### src/rtl/seq_stim_ctrl.sv
// seq_stim_ctrl
//
// Sequencer that drives a serial stimulus pattern into a Mealy and a Moore
// sequence detector and counts how often each one reports a match.
//
// For every pattern bit (MSB-first, from bit len-1 down to bit 0) the
// controller holds x_out stable for HOLD_CYCLES cycles (SETUP), pulses det_en
// for one cycle (STROBE), then samples the Moore output (SAMPLE). The Mealy
// output is sampled on the last SETUP cycle, while the detector still sees the
// new input bit but before it steps. After the last bit, done pulses for one
// cycle (DONE) and the FSM returns to IDLE.
//
// Optional feature (compile-time macro SEQ_DET_RESET_EN):
//   defined   : a one-cycle CLEAR state follows every accepted start and drives
//               det_rst_n low so both detectors begin from their initial state.
//   undefined : no CLEAR state; det_rst_n simply follows rst.
//
// Parameters
//   HOLD_CYCLES  cycles x_out is held before each detector step (legal 1..15)
//
// Ports
//   clk        in   1  single clock, rising edge
//   rst        in   1  synchronous reset, active-low
//   start      in   1  request to run a sequence, sampled only in IDLE
//   abort      in   1  terminates a running sequence (no done pulse)
//   pattern    in   8  stimulus bits
//   pat_len    in   4  number of bits to apply (0 or >8 treated as 8)
//   z_mealy    in   1  Mealy detector output
//   z_moore    in   1  Moore detector output
//   x_out      out  1  serial stimulus bit to both detectors
//   det_en     out  1  one-cycle step enable for both detectors
//   det_rst_n  out  1  active-low detector reset
//   busy       out  1  high in every state except IDLE
//   done       out  1  one-cycle pulse on normal completion
//   mealy_cnt  out  4  Mealy match count of the last run
//   moore_cnt  out  4  Moore match count of the last run

module seq_stim_ctrl #(
    parameter int HOLD_CYCLES = 4
) (
    input  logic       clk,
    input  logic       rst,
    input  logic       start,
    input  logic       abort,
    input  logic [7:0] pattern,
    input  logic [3:0] pat_len,
    input  logic       z_mealy,
    input  logic       z_moore,
    output logic       x_out,
    output logic       det_en,
    output logic       det_rst_n,
    output logic       busy,
    output logic       done,
    output logic [3:0] mealy_cnt,
    output logic [3:0] moore_cnt
);

    typedef enum logic [2:0] {
        IDLE   = 3'd0,
        CLEAR  = 3'd1,
        SETUP  = 3'd2,
        STROBE = 3'd3,
        SAMPLE = 3'd4,
        DONE   = 3'd5
    } state_t;

    // Reload value of the hold counter: it counts down to 0, so SETUP lasts
    // exactly HOLD_CYCLES cycles.
    localparam logic [3:0] HOLD_LAST = 4'(HOLD_CYCLES - 1);

    state_t     state_q;
    logic [7:0] pat_q;
    logic [2:0] bit_idx_q;
    logic [3:0] hold_q;
    logic       x_out_q;
    logic       det_en_q;
    logic       busy_q;
    logic       done_q;
    logic [3:0] mealy_cnt_q;
    logic [3:0] moore_cnt_q;

    logic [3:0] len_d;
    logic [2:0] first_idx_d;
    logic [2:0] next_idx_d;
    logic [3:0] mealy_inc_d;
    logic [3:0] moore_inc_d;

    // Length 0 and anything above 8 both mean "the whole byte".
    function automatic logic [3:0] clamp_len(input logic [3:0] l);
        if (l == 4'd0 || l > 4'd8) begin
            return 4'd8;
        end
        return l;
    endfunction

    // Counters stop at 8; with at most 8 bits per run they never need more.
    function automatic logic [3:0] sat_inc(input logic [3:0] v);
        if (v >= 4'd8) begin
            return 4'd8;
        end
        return v + 4'd1;
    endfunction

    always_comb begin
        len_d       = clamp_len(pat_len);
        first_idx_d = 3'(len_d - 4'd1);
        next_idx_d  = bit_idx_q - 3'd1;
        mealy_inc_d = sat_inc(mealy_cnt_q);
        moore_inc_d = sat_inc(moore_cnt_q);
    end

    always_ff @(posedge clk) begin
        if (!rst) begin
            state_q     <= IDLE;
            bit_idx_q   <= 3'd0;
            hold_q      <= 4'd0;
            x_out_q     <= 1'b0;
            det_en_q    <= 1'b0;
            busy_q      <= 1'b0;
            done_q      <= 1'b0;
            mealy_cnt_q <= 4'd0;
            moore_cnt_q <= 4'd0;
        end else begin
            // det_en and done are single-cycle pulses unless re-asserted below.
            det_en_q <= 1'b0;
            done_q   <= 1'b0;

            // Abort wins over every transition of a running sequence, so the
            // pending det_en / done / counter update of this edge is dropped.
            if (state_q != IDLE && abort) begin
                state_q <= IDLE;
                x_out_q <= 1'b0;
                busy_q  <= 1'b0;
            end else begin
                case (state_q)
                    IDLE: begin
                        // abort has no meaning here, so start wins if both are set.
                        if (start) begin
                            pat_q       <= pattern;
                            bit_idx_q   <= first_idx_d;
                            mealy_cnt_q <= 4'd0;
                            moore_cnt_q <= 4'd0;
                            busy_q      <= 1'b1;
`ifdef SEQ_DET_RESET_EN
                            state_q     <= CLEAR;
                            x_out_q     <= 1'b0;
`else
                            state_q     <= SETUP;
                            x_out_q     <= pattern[first_idx_d];
                            hold_q      <= HOLD_LAST;
`endif
                        end
                    end

                    CLEAR: begin
                        state_q <= SETUP;
                        x_out_q <= pat_q[bit_idx_q];
                        hold_q  <= HOLD_LAST;
                    end

                    SETUP: begin
                        if (hold_q == 4'd0) begin
                            if (z_mealy) begin
                                mealy_cnt_q <= mealy_inc_d;
                            end
                            state_q  <= STROBE;
                            det_en_q <= 1'b1;
                        end else begin
                            hold_q <= hold_q - 4'd1;
                        end
                    end

                    STROBE: begin
                        state_q <= SAMPLE;
                    end

                    SAMPLE: begin
                        if (z_moore) begin
                            moore_cnt_q <= moore_inc_d;
                        end
                        if (bit_idx_q != 3'd0) begin
                            bit_idx_q <= next_idx_d;
                            x_out_q   <= pat_q[next_idx_d];
                            hold_q    <= HOLD_LAST;
                            state_q   <= SETUP;
                        end else begin
                            x_out_q <= 1'b0;
                            done_q  <= 1'b1;
                            state_q <= DONE;
                        end
                    end

                    DONE: begin
                        busy_q  <= 1'b0;
                        state_q <= IDLE;
                    end

                    default: begin
                        x_out_q <= 1'b0;
                        busy_q  <= 1'b0;
                        state_q <= IDLE;
                    end
                endcase
            end
        end
    end

`ifdef SEQ_DET_RESET_EN
    // Detectors are held in reset during system reset and during CLEAR.
    assign det_rst_n = rst & (state_q != CLEAR);
`else
    assign det_rst_n = rst;
`endif

    assign x_out     = x_out_q;
    assign det_en    = det_en_q;
    assign busy      = busy_q;
    assign done      = done_q;
    assign mealy_cnt = mealy_cnt_q;
    assign moore_cnt = moore_cnt_q;

endmodule

### config.mk
export PLATFORM = sky130hd
export DESIGN_NAME = seq_stim_ctrl
export DESIGN_NICKNAME = d
export VERILOG_FILES = /design/src/rtl/seq_stim_ctrl.sv
export SDC_FILE = /design/constraint.sdc
export NUM_CORES = 1
export LEC_CHECK = 0
export ABC_CLOCK_PERIOD_IN_PS = 4500
export CAP_MARGIN = 20
export CORE_ASPECT_RATIO = 0.5
export CORE_MARGIN = 2
export CORE_UTILIZATION = 30
export CTS_BUF_LIST = sky130_fd_sc_hd__clkbuf_8 sky130_fd_sc_hd__clkbuf_16
export DETAILED_ROUTE_END_ITERATION = 7
export HOLD_SLACK_MARGIN = 0.1
export PLACE_DENSITY = 0.46
export SLEW_MARGIN = 20
export SYNTH_ARGS = -nofsm -noshare
export SYNTH_HDL_FRONTEND = slang
export SYNTH_SLANG_ARGS = --single-unit
### constraint.sdc
create_clock -name clk -period 4.5 [get_ports clk]
set_input_delay 0.45 -clock clk [delete_from_list [all_inputs] [get_ports clk]]
set_output_delay 0.45 -clock clk [all_outputs]
set_load 0.005 [all_outputs]
==> impl.org, run 1 <==
** Outcome
- Run status :: complete, no violations

** Routing
- Routed WL per cell :: between 10 and 15 um
- Final Routed Wirelength :: approximately 4000 um
- Mean number of vias per cell :: roughly 5.0
- The pre-antenna-repair detailed-routing pass consisted of 4 iterations.
- Drt first-iter violations :: 108
- For this run, design rule violations remaining after detail routing come to 0.
- Via total after detailed routing :: 1484
- Post-DRT Antenna Nets :: 0

** Logic synthesis
- For this run, the leading register cell type out of synthesis is sky130_fd_sc_hd__dfxtp_1.
- The number of nets handed over by synthesis was 225.
- Synthesis instantiated 47 different standard cells from the library.
- Summing the sequential cell areas from Yosys gives between 30% and 40% of the chip area.
- A synthesized cell averages 9.081 um2.
- Yosys mapped a number of flops with a built-in enable equal to 8.
- The mapped netlist covers 0.001798 mm2.
- Synth Warn # :: 0
- In the synthesized netlist the async set-or-reset flop fraction comes to 0%.
- After synthesis the netlist holds a flip-flop and latch count of 30.
- Post-Syn Instances :: 198

** Setup path
- Crit-path cells :: clkdlybuf4s50_1 > nor2b_1 > inv_1 > ha_1 > mux4_2 > mux2i_1 > o21ai_0 > o31a_1
- For this run, the slowest stage of the critical path takes 440 ps.
- The worst register-to-register path begins at state_q[2].
- Largest fanout of any net on the critical path :: 4
- Data on the critical path is required at its endpoint by 4660 ps.
- Flop-to-flop setup slack :: 2320 ps
- The setup path with the least slack is of type in2reg.
- Top cell family by delay on the critical path :: buffers and inverters
- The critical path contains buffers and inverters numbering 2 combined.
- The worst setup path is launched from an input pin.
- Data on the critical path arrives at its endpoint at around 2600 ps.
- Measured in cells, the most critical reg-to-reg path has a length of 4.
- Standard cell with the maximum stage delay on the critical path :: sky130_fd_sc_hd__clkdlybuf4s50_1
- The endpoint identified for the worst register-to-register timing path is bit_idx_q[0].
- STA classifies the critical path endpoint as a register.

** Power
- For this design the static power due to leakage is 0.8052 nW.
- Power per cell area :: 345.5 mW/mm2
- The worst-case IR drop observed on VDD is 0.0001265 V.

** Clocking
- After clock tree synthesis, the clock-pin slew on the worst setup and hold paths is 50 ps.
- CTS tree :: built
- In this run the clock root is driven by a sky130_fd_sc_hd__clkbuf_16.
- CTS Sinks :: 30
- Post-CTS setup buffers :: 0
- Counting the buffers created by CTS gives 5.
- Source-to-sink clock delay at the later pin of the worst-skew pair :: 270 ps
- The H-tree was split into 2 levels.
- Max clock buf depth :: 2
- Hold buffers post-CTS :: 0
- Post-cts gate resize count :: 0

** Floorplan
- Starting density of the core :: a little under a third
- Core box area :: 0.005634 mm2
- The floorplan step set the die height to 58.74 um.
- Pin placement for this block handled 31 I/O pins.
- Number of placement rows :: 19
- Die Area :: 0.006666 mm2
- Horizontal die dimension :: 113.5 um

** Layout
- ANT cells :: 0
- In the final layout, the share of cells above drive strength 1 is 7.111%.
- Total Nets Final :: roughly 250
- Area overhead of the layout relative to synthesis :: 26.17%

** Timing
- Setup violations remaining at the end of the flow were counted as 0.
- Timing would allow up to 409.6 MHz.
- For the pin with the worst max-slew slack, the measured transition is 689.6 ps.
- Adding up every negative setup slack in the final design gives 0 ps.
- Final-layout worst hold slack :: around 480 ps
- Measured against its own limit, the worst slew margin works out to 53.96%.
- Final max-slew violation count :: 0
- Share of the clock period used by the worst path :: 54.26%
- Setup repair after global routing left no endpoint under its margin.
- The clock arrives with 6.017 ps of skew.
- The final number of hold-violating endpoints was 0.
- The smallest clock period supported by the final layout is computed as 2442 ps.

** Min path
- In this run the worst hold path is classified as reg2reg.
- The worst hold path passes through 2 cells.
- In this run the most critical hold path is launched from busy.
- For hold timing, the worst endpoint is busy.

** GRT
- Vias in the first global route :: 1336
- Total grt overflow :: 0
- Entering global routing, the biggest net connects 22 pins.
- Global-route wire length before repair :: about 6800 um
- Across every metal layer, demand over resource in global routing totals 13.26%.
- The number of antenna violations at the first check in global routing is 0.

** Flow run
- Max-cap violations in this run came to 0.

** Place
- Final HPWL DP :: 3065 um
- The congestion estimate from routability-driven global placement came to 0.7361.
- Port buffering added 30 buffers.
-- final cells by class --
class                      instances  area, um2
clock buffer                       5      125.1
clock inverter                     3      12.51
fill                             561       3366
inverter                          13      48.80
multi-input combinational        144       1010
sequential                        30      680.7
tap                               73      91.34
timing repair buffer              30      300.3
-- cells in the final DEF, fill, tap and decap left out, types with 2 or more instances in the layout --
cell type / n
sky130_fd_sc_hd__a21oi_1: 18
sky130_fd_sc_hd__a311oi_1: 2
sky130_fd_sc_hd__and2_1: 2
sky130_fd_sc_hd__clkbuf_16: 5
sky130_fd_sc_hd__clkdlybuf4s50_1: 30
sky130_fd_sc_hd__dfxtp_1: 22
sky130_fd_sc_hd__edfxtp_1: 8
sky130_fd_sc_hd__ha_1: 9
sky130_fd_sc_hd__inv_1: 14
sky130_fd_sc_hd__mux2i_1: 2
sky130_fd_sc_hd__mux4_2: 6
sky130_fd_sc_hd__nand2_1: 16
sky130_fd_sc_hd__nand3_1: 7
sky130_fd_sc_hd__nand3b_1: 5
sky130_fd_sc_hd__nor2_1: 17
sky130_fd_sc_hd__nor2b_1: 6
sky130_fd_sc_hd__nor3_1: 8
sky130_fd_sc_hd__nor3b_1: 4
sky130_fd_sc_hd__o2111ai_1: 2
sky130_fd_sc_hd__o21ai_0: 12
sky130_fd_sc_hd__o311ai_0: 2
sky130_fd_sc_hd__o31a_1: 3
sky130_fd_sc_hd__or4_1: 2
-- state kept, by name (all words and copies together) (netlist names) --
register and count:
bit_idx_q 3, busy 1, det_en 1, done 1, hold_q 4, mealy_cnt 4
moore_cnt 4, pat_q 8, state_q 3, x_out 1
-- report_power, final --
part / leakage (nW) / switching, W / internal (W)
clock network: 0.0724 / 0.000112 / 0.000199
registers: 0.253 / 0.0000224 / 0.000295
logic: 0.479 / 0.0000767 / 0.0000782
total: 0.805 / 0.000211 / 0.000572
-- cell families after synthesis --
| logic type | share of synthesized area, % |
|---|---|
| buf+inv | 5.985 |
| compound gates | 16.77 |
| flops | 37.86 |
| xor+xnor | 0.4872 |
| fa+ha+maj | 6.263 |
| simple gates | 24.01 |
| mux | 8.629 |
-- Yosys cell counts (all sizes together), types with 3 or more instances --
cell type,n,area [um2]
inv,13,48.80
nand2,17,66.32
nand3,7,35.03
nor3b,5,48.80
dfxtp,22,440.4
a21oi,18,90.09
o31a,3,26.28
edfxtp,8,240.2
nor2b,6,37.54
mux4,6,135.1
clkbuf,5,18.77
buf,6,40.03
ha,9,112.6
nor2,18,75.07
nor3,8,40.04
o21ai,13,65.06
nand3b,5,37.54
-- worst reg2reg max path, delay by kind of cell, from the launching register on --
kind / cells / cell delay, ps
and+or+nand+nor: 1 / 410
DFF: 1 / 760
AOI/OAI and AO/OA: 3 / 930
-- layer usage --
layer  global-route usage, %  part of all wire [%]
met5                       0                     0
met4                   4.181                  0.95
met3                   4.840                   4.9
met2                   18.82                    42
met1                   18.80                    53
-- worst max path at each step --
stage	start	slack, ps	end	depth (start not counted)
after floorplan	pat_len[0]	2460	x_out	7
final	pat_len[0]	2060	x_out	8
after CTS	pat_len[0]	2050	x_out	8
after detailed placement	pat_len[0]	1770	x_out	8
after global placement	pat_len[0]	1890	x_out	8
after global routing	pat_len[0]	1880	x_out	8
-- stage by stage --
step           total power (W)  utilization (%)  worst slack (ps)  cell area, um2  instances
4_1_cts              0.0007934            40.26              2045            2268        298
3_3_place_gp         0.0004779            37.82              1892            2131        290
6_report             0.0007838            40.26              2058            2268        298
3_5_place_dp         0.0004782            37.82              1766            2131        290
2_1_floorplan        0.0004290                -              2461            1798        198
5_1_grt              0.0008306            40.26              1880            2268        298
Power figures use the tool's default switching activity.
==> inputs of run 2 (changes only) <==
--- a/config.mk
+++ b/config.mk
@@ -5,7 +5,7 @@
 export SDC_FILE = /design/constraint.sdc
 export NUM_CORES = 1
 export LEC_CHECK = 0
-export ABC_CLOCK_PERIOD_IN_PS = 4500
+export ABC_CLOCK_PERIOD_IN_PS = 2200
 export CAP_MARGIN = 20
 export CORE_ASPECT_RATIO = 0.5
 export CORE_MARGIN = 2
@@ -13,7 +13,7 @@
 export CTS_BUF_LIST = sky130_fd_sc_hd__clkbuf_8 sky130_fd_sc_hd__clkbuf_16
 export DETAILED_ROUTE_END_ITERATION = 7
 export HOLD_SLACK_MARGIN = 0.1
-export PLACE_DENSITY = 0.46
+export PLACE_DENSITY = 0.48
 export SLEW_MARGIN = 20
 export SYNTH_ARGS = -nofsm -noshare
 export SYNTH_HDL_FRONTEND = slang
==> constraint.sdc (replaced) <==
create_clock -name clk -period 2.2 [get_ports clk]
set_input_delay 0.22 -clock clk [delete_from_list [all_inputs] [get_ports clk]]
set_output_delay 0.22 -clock clk [all_outputs]
set_load 0.005 [all_outputs]
==> run 2 against run 1 <==
  * Register-to-register slack got worse by 2000 ps
  * Sequential power grew 100%
  * Total power is 130% higher
  * Sequential share of layout area down 1.4 points
  * Flip-flop and latch count is the same
  * Critical path type unchanged
  * Largest power group is now the clock network
==> impl.org, run 2 (synthesis results as in run 1) <==
** Timing
- Worst Max-Slew Pin Slew :: 552.9 ps (was 689.6 ps)
- The number of slew-limit violations in the final report was 0 (unchanged).
- The total negative setup slack came to 0 ps (unchanged).
- The final count of negative-setup-slack endpoints came to 0 (unchanged).
- Final-layout worst hold slack :: 502.8 ps (was 480.8 ps)
- Share of the clock period used by the worst path :: 88.71%
- Setup repair after global routing missed its margin :: no (unchanged)
- Clk_skew :: 3.799 ps (was 6.017 ps)
- Final hold viol count :: 0 (unchanged)
- Post-route minimum period :: 1952 ps
- Based on the critical path, the design can be clocked at up to a little over 500 MHz.
- The final worst slack is 248.4 ps (was 2058 ps).
- Slew margin rel. :: 62.83% (was 53.96%)

** Floorplan
- The chip width came to 113.5 um (unchanged).
- The total die area was 0.006666 mm2 (unchanged).
- Starting density of the core :: 31.91% (unchanged)
- Number of placement rows :: 19 (unchanged)
- Die height :: 58.74 um (unchanged)
- The number of top-level design ports came to 31 (unchanged).
- Core box area :: 0.005634 mm2 (unchanged)

** Clocking
- The worst-skew pair later-pin latency came to 270 ps (about the same).
- The count of buffers added by post-CTS timing repair for setup was 0 (unchanged).
- The number of buffers created by CTS was 5 (unchanged).
- CTS Sinks :: 30 (unchanged)
- Cell at the root of the clock tree :: sky130_fd_sc_hd__clkbuf_16 (unchanged)
- Max clock buf depth :: 2 (unchanged)
- CTS clock-pin slew for the worst setup and hold paths :: 50 ps (about the same)
- The number of buffers inserted by hold repair at cts was 0 (unchanged).
- CTS tree :: built (unchanged)
- The number of gates given a new drive strength after cts is 0 (unchanged).
- Number of levels the H-tree was split into :: 2 (unchanged)

** Routing
- Final Routed Wirelength :: 4300 um (was 4014 um)
- Post-DRT Antenna Nets :: 0 (unchanged)
- The detailed-router iteration count before antenna repair was 4 (unchanged).
- The number of vias per cell after detailed routing is 5.039 (was 4.980).
- The total number of vias is 1562 (was 1484).
- The number of DRC violations after detailed routing came to 0 (unchanged).
- Routed WL per cell :: 13.87 um (was 13.47 um)
- Drt first-iter violations :: 87 (was 108)

** Power
- The fraction of power consumed by the clock network was 43.6% (was 39.7%).
- The power density normalized to cell area is 742.4 mW/mm2 (was 345.5 mW/mm2).
- The share of total power in sequential cells was 36.1% (was 40.5%).
- The largest voltage drop on the vdd net was 0.0003825 V (was 0.0001265 V).
- Leakage power :: 0.8757 nW (was 0.8052 nW)
- The switching share of power was 25.78% (was 26.97%).
- Combinational power share :: 20.3% (was 19.8%)
- Power spent charging and discharging nets :: 0.0004569 W (was 0.0002114 W)
- The internal power contribution is 0.001315 W (was 0.0005724 W).

** Min path
- Hold_sp :: mealy_cnt[3] (was busy)
- Classification of the worst-slack hold path :: reg2reg (unchanged)

** Layout
- Max reg flops :: 8 (unchanged)
- Fraction of layout instances using a drive strength above 1 :: 13.08% (was 7.111%)
- The filler cell count in the final layout is 546 (was 561).
- ANT cells :: 0 (unchanged)
- The register with the most flip-flops was pat_q (unchanged).
- Most frequent cells in the layout :: 30 x sky130_fd_sc_hd__clkdlybuf4s50_1, 21 x sky130_fd_sc_hd__dfxtp_1, 18 x sky130_fd_sc_hd__a21oi_1, 17 x sky130_fd_sc_hd__nor2_1, 16 x sky130_fd_sc_hd__nand2_1 (was 30 x sky130_fd_sc_hd__clkdlybuf4s50_1, 22 x sky130_fd_sc_hd__dfxtp_1, 18 x sky130_fd_sc_hd__a21oi_1, 17 x sky130_fd_sc_hd__nor2_1, 16 x sky130_fd_sc_hd__nand2_1)
- The leading cell type in the layout, fill and taps excluded is sky130_fd_sc_hd__clkdlybuf4s50_1 (unchanged).
- Util after Layout :: 42.37% (was 40.26%)
- Total Nets Final :: 263 (was 251)
- Area overhead of the layout relative to synthesis :: 32.78% (was 26.17%)

** Setup path
- The endpoint required time on the critical path came to 2360 ps (was 4660 ps).
- Launching element of the worst setup path :: pat_len[0] (unchanged)
- Type of the worst setup path :: in2reg (unchanged)
- Nature of the critical path startpoint :: input pin (unchanged)
- Largest fanout of any net on the critical path :: 3 (was 4)
- End of the critical path :: x_out (unchanged)
- The depth of the worst register-to-register path is 7 (was 4).
- The arrival time at the worst endpoint came to 2110 ps (was 2600 ps).
- Flop-to-flop setup slack :: 290 ps (was 2320 ps)
- The worst reg2reg path startpoint was bit_idx_q[0] (was state_q[2]).
- The destination of the worst register-to-register timing path is hold_q[2] (was bit_idx_q[0]).
- Kind of end point of the critical path :: register (unchanged)

** Place
- Count of input and output buffers :: 30 (unchanged)
- Gp weighted congestion :: 0.7857 (was 0.7361)
- The post-detailed-placement half-perimeter wirelength was 3238 um (was 3065 um).
- The pre-CTS setup slack is -38.23 ps (was 1766 ps).

** GRT
- The pin count of the biggest net entering global routing came to 19 (was 22).
- The wire length of the first global-routing pass is 7148 um (was 6755 um).
- The number of antenna violations at the first check in global routing came to 0 (unchanged).
- The global-route usage over all layers was 13.85% (was 13.26%).
- Vias in the first global route :: 1486 (was 1336)
- The residual overflow from global routing came to 0 (unchanged).

** Flow run
- The number of maximum-capacitance constraint violations was 0 (unchanged).

** Outcome
- Run status :: complete, no violations (unchanged)
[run 2: cell types whose count changed in the layout (fill, tap and decap cells not counted)]
| cell | previous run | this run |
|---|---|---|
| sky130_fd_sc_hd__dfxtp_2 | 0 | 1 |
| sky130_fd_sc_hd__inv_1 | 14 | 13 |
| sky130_fd_sc_hd__clkinv_1 | 1 | 0 |
| sky130_fd_sc_hd__dfxtp_1 | 22 | 21 |
| sky130_fd_sc_hd__clkinv_2 | 1 | 2 |
| sky130_fd_sc_hd__bufinv_16 | 0 | 1 |
| sky130_fd_sc_hd__buf_4 | 0 | 12 |
[run 2: power groups by stage]
stage,Combinational [W],Sequential (W),Clock [W]
3_5_place_dp,0.000358,0.000650,0
5_1_grt,0.000400,0.000645,0.000819
6_report,0.000361,0.000640,0.000772
3_3_place_gp,0.000354,0.000649,0
4_1_cts,0.000361,0.000639,0.000788
2_1_floorplan,0.000248,0.000630,0
[run 2: routing by layer]
| metal | track usage (%) | wire length [um] |
|---|---|---|
| met5 | 0 | 0 |
| met4 | 4.704 | 27 |
| met3 | 3.811 | 220 |
| met2 | 22.33 | 1969 |
| met1 | 18.28 | 2084 |
[run 2: worst max-delay path, stage by stage]
cell and delay (ps):
sky130_fd_sc_hd__clkdlybuf4s50_1 450, sky130_fd_sc_hd__nor2b_1 150, sky130_fd_sc_hd__inv_1 90, sky130_fd_sc_hd__ha_1 350, sky130_fd_sc_hd__mux4_2 300, sky130_fd_sc_hd__mux2i_1 170
sky130_fd_sc_hd__o21ai_0 100, sky130_fd_sc_hd__o31a_1 290
[run 2: cell type report]
class / instances / area, um2 / share of cell area (%)
Timing Repair Buffer: 42 / 390.4 / 16.35
Inverter: 13 / 48.80 / 2.044
Clock buffer: 5 / 125.1 / 5.241
Sequential cell: 30 / 681.9 / 28.56
Clock inverter: 3 / 40.04 / 1.677
Multi-Input combinational cell: 144 / 1010 / 42.30
Tap cell: 73 / 91.34 / 3.826
[run 2: worst min path at each step]
| stage | cells past startpoint | endpoint | slack [ps] |
|---|---|---|---|
| global route | 2 | mealy_cnt[1] | 530 |
| global placement | 2 | busy | 470 |
| CTS | 2 | mealy_cnt[3] | 500 |
| finish | 2 | mealy_cnt[3] | 500 |
| detailed placement | 2 | mealy_cnt[3] | 490 |
| floorplan | 0 | pat_q[0] | 320 |
[run 2: per-stage QoR]
stage | cell area [um2] | power (W) | cells
2_1_floorplan | 1798 | 0.0008775 | 198
3_3_place_gp | 2221 | 0.001004 | 302
3_5_place_dp | 2221 | 0.001008 | 302
4_1_cts | 2386 | 0.001788 | 310
5_1_grt | 2387 | 0.001864 | 310
6_report | 2387 | 0.001772 | 310
==> inputs of run 3 (changes only) <==
--- a/config.mk
+++ b/config.mk
@@ -13,7 +13,7 @@
 export CTS_BUF_LIST = sky130_fd_sc_hd__clkbuf_8 sky130_fd_sc_hd__clkbuf_16
 export DETAILED_ROUTE_END_ITERATION = 7
 export HOLD_SLACK_MARGIN = 0.1
-export PLACE_DENSITY = 0.48
+export PLACE_DENSITY_LB_ADDON = 0.3
 export SLEW_MARGIN = 20
 export SYNTH_ARGS = -nofsm -noshare
 export SYNTH_HDL_FRONTEND = slang
==> run 3 against run 2 <==
  * Sequential share of layout area grew 0.60 points
  * Cell count shrank 1.6%
  * Largest power group unchanged
  * Critical path depth shrank 1
  * Sequential power is essentially flat
  * Critical endpoint is now mealy_cnt[0]
==> impl.org, run 3 (synthesis results as in run 1) <==
** Clocking
- The H-tree depth came to 2 (unchanged).
- Hold buffers post-CTS :: 0 (unchanged)
- CTS tree :: built (unchanged)
- The worst-case clock buffer depth is 2 (unchanged).
- The number of clock sinks was 30 (unchanged).
- Post-CTS setup buffers :: 0 (unchanged)
- The worst-skew pair later-pin latency came to 280 ps (was 270 ps).
- Cell at the root of the clock tree :: sky130_fd_sc_hd__clkbuf_16 (unchanged)
- Post-cts gate resize count :: 0 (unchanged)
- Number of buffers added by the clock tree synthesis step :: 5 (unchanged)
- The clock transition at the register clock pins on the worst setup and hold paths after CTS came to 50 ps (about the same).

** Place
- Gp weighted congestion :: 0.8001 (was 0.7857)
- Number of placed cells counting well taps :: 298 (was 302)
- Final HPWL DP :: 3103 um (was 3238 um)
- Area of placed instances :: 0.002191 mm2 (was 0.002221 mm2)
- The number of input and output port buffers inserted was 30 (unchanged).

** Setup path
- The startpoint-to-endpoint class of the critical path was reg2reg (was in2reg).
- Launch instance of the worst register-to-register path :: hold_q[0] (was bit_idx_q[0])
- Largest fanout of any net on the critical path :: 7 (was 3)
- The register-to-register setup slack came to 220 ps (was 290 ps).
- The critical path endpoint category is a register (unchanged).
- The sort of element at the start of the critical path is a register (was input pin).
- Required time reported for the critical path endpoint :: 2410 ps (was 2360 ps)
- Destination of the worst register-to-register timing path :: mealy_cnt[0] (was hold_q[2])
- Number of cell instances on the worst register-to-register path :: 7 (unchanged)
- Crit path arrival time :: 2190 ps (was 2110 ps)

** Layout
- The number of antenna diodes came to 0 (unchanged).
- Most frequent cells in the layout :: 30 x sky130_fd_sc_hd__clkdlybuf4s50_1, 22 x sky130_fd_sc_hd__dfxtp_1, 18 x sky130_fd_sc_hd__a21oi_1, 17 x sky130_fd_sc_hd__nor2_1, 16 x sky130_fd_sc_hd__nand2_1 (was 30 x sky130_fd_sc_hd__clkdlybuf4s50_1, 21 x sky130_fd_sc_hd__dfxtp_1, 18 x sky130_fd_sc_hd__a21oi_1, 17 x sky130_fd_sc_hd__nor2_1, 16 x sky130_fd_sc_hd__nand2_1)
- The register with the most flip-flops is pat_q (unchanged).
- The leading cell type in the layout, fill and taps excluded is sky130_fd_sc_hd__clkdlybuf4s50_1 (unchanged).
- Max reg flops :: 8 (unchanged)
- Area overhead of the layout relative to synthesis :: 29.78% (was 32.78%)
- Final non-filler cell total :: 305 (was 310)
- The share of layout cells above drive strength 1 was 10.34% (was 13.08%).
- The area of all placed cells without fillers is 0.002333 mm2 (was 0.002387 mm2).
- Total Nets Final :: 259 (was 263)

** Timing
- The transition time at the pin with the least slew margin came to 722.3 ps (was 552.9 ps).
- Setup repair after global routing missed its margin: no (unchanged).
- Final hold viol count :: 0 (unchanged)
- Clk_skew :: 2.766 ps (was 3.799 ps)
- Final max-slew violation count :: 0 (unchanged)
- Share of the clock period used by the worst path :: 89.99% (was 88.71%)
- The remaining max-slew budget at the tightest pin came to 51.78% (was 62.83%).
- The final count of negative-setup-slack endpoints was 0 (unchanged).
- The hold slack came to 482.5 ps (was 502.8 ps).
- Post-route minimum period :: 1980 ps (was 1952 ps)
- The achievable clock frequency came to 505.1 MHz (was 512.4 MHz).

** Routing
- Number of design rule violations left after detail routing :: 0 (unchanged)
- The average routed wire per standard cell is 12.89 um (was 13.87 um).
- Detailed Routing Iterations Pass 1 :: 4 (unchanged)
- Post-DRT Antenna Nets :: 0 (unchanged)
- Via total after detailed routing :: 1543 (was 1562)
- Final Routed Wirelength :: 3932 um (was 4300 um)
- The number of vias per cell after detailed routing was 5.059 (was 5.039).
- The number of DRC markers after the initial detailed-route iteration is 44 (was 87).

** Floorplan
- The placeable core area came to 0.005634 mm2 (unchanged).
- The die extent in y was 58.74 um (unchanged).
- Starting density of the core :: 31.91% (unchanged)
- The total die area was 0.006666 mm2 (unchanged).
- The chip width was 113.5 um (unchanged).
- The number of top-level design ports is 31 (unchanged).
- Number of placement rows :: 19 (unchanged)

** Outcome
- Run status :: complete, no violations (unchanged)

** Min path
- The startpoint of the lowest-slack hold path is busy (was mealy_cnt[3]).
- The type of the worst min-delay path is reg2reg (unchanged).
- The worst hold path cell count was 2 (unchanged).
- Endpoint, Worst Hold :: busy (was mealy_cnt[3])

** Power
- The leakage power came to 0.8472 nW (was 0.8757 nW).
- Power after layout :: 0.001637 W (was 0.001772 W)
- The largest voltage drop on the vdd net came to 0.0002801 V (was 0.0003825 V).
- The power density normalized to cell area came to 701.6 mW/mm2 (was 742.4 mW/mm2).

** GRT
- Total grt overflow :: 0 (unchanged)
- Initial antenna violation count :: 0 (unchanged)
- Global-route wire length before repair :: 6541 um (was 7148 um)
- The global-route usage over all layers was 12.61% (was 13.85%).
- Vias in the first global route :: 1399 (was 1486)
- Pin count of the biggest net entering global routing :: 22 (was 19)

** Flow run
- Number of maximum-capacitance constraint violations :: 0 (unchanged)
run 3: critical path, cell delays in order, from the launching register on:
cell,delay (ps)
sky130_fd_sc_hd__dfxtp_1,310
sky130_fd_sc_hd__inv_1,110
sky130_fd_sc_hd__ha_1,160
sky130_fd_sc_hd__nor3b_1,320
sky130_fd_sc_hd__nand2_2,130
sky130_fd_sc_hd__o31a_1,330
sky130_fd_sc_hd__or4_1,410
sky130_fd_sc_hd__a21oi_1,140
run 3: worst max path at each step:
stage	startpoint	end	slack, ps
after floorplan	bit_idx_q[0]	hold_q[2]	250
after global placement	pat_len[0]	x_out	30
after detailed placement	pat_len[0]	x_out	-20
after CTS	hold_q[0]	mealy_cnt[0]	250
after global routing	state_q[2]	mealy_cnt[0]	30
final	hold_q[0]	mealy_cnt[0]	220
run 3: per-layer routing:
metal	wire [um]	GRT usage (%)	share of wire, %	up-vias
li1	-	-	-	780
met1	1906	16.12	48	720
met2	1805	20.53	46	35
met3	163	3.399	4.1	8
met4	57	5.401	1.4	0
met5	0	0	0	-
run 3: cell type report:
| type | instances | area [um2] |
|---|---|---|
| clock inverters | 1 | 3.754 |
| inverters | 13 | 48.80 |
| well taps | 73 | 91.34 |
| clock buffers | 6 | 138.9 |
| multi-input cells | 144 | 1010 |
| flip-flops and latches | 30 | 680.7 |
| repair buffers | 38 | 360.3 |
| fillers | 548 | 3301 |
run 3: per-stage QoR:
step	TNS (ps)	setup WS, ps	utilization [%]
final	0	220.3	41.42
after CTS	0	246.3	41.42
after global routing	0	26.56	41.42
after detailed placement	-21.14	-21.14	38.89
after global placement	0	33.24	38.89
after floorplan	0	251.6	-
run 3: power by group:
part / internal, W / switching [W]
registers: 0.000604 / 0.0000336
clock network: 0.000437 / 0.000220
logic: 0.000174 / 0.000168
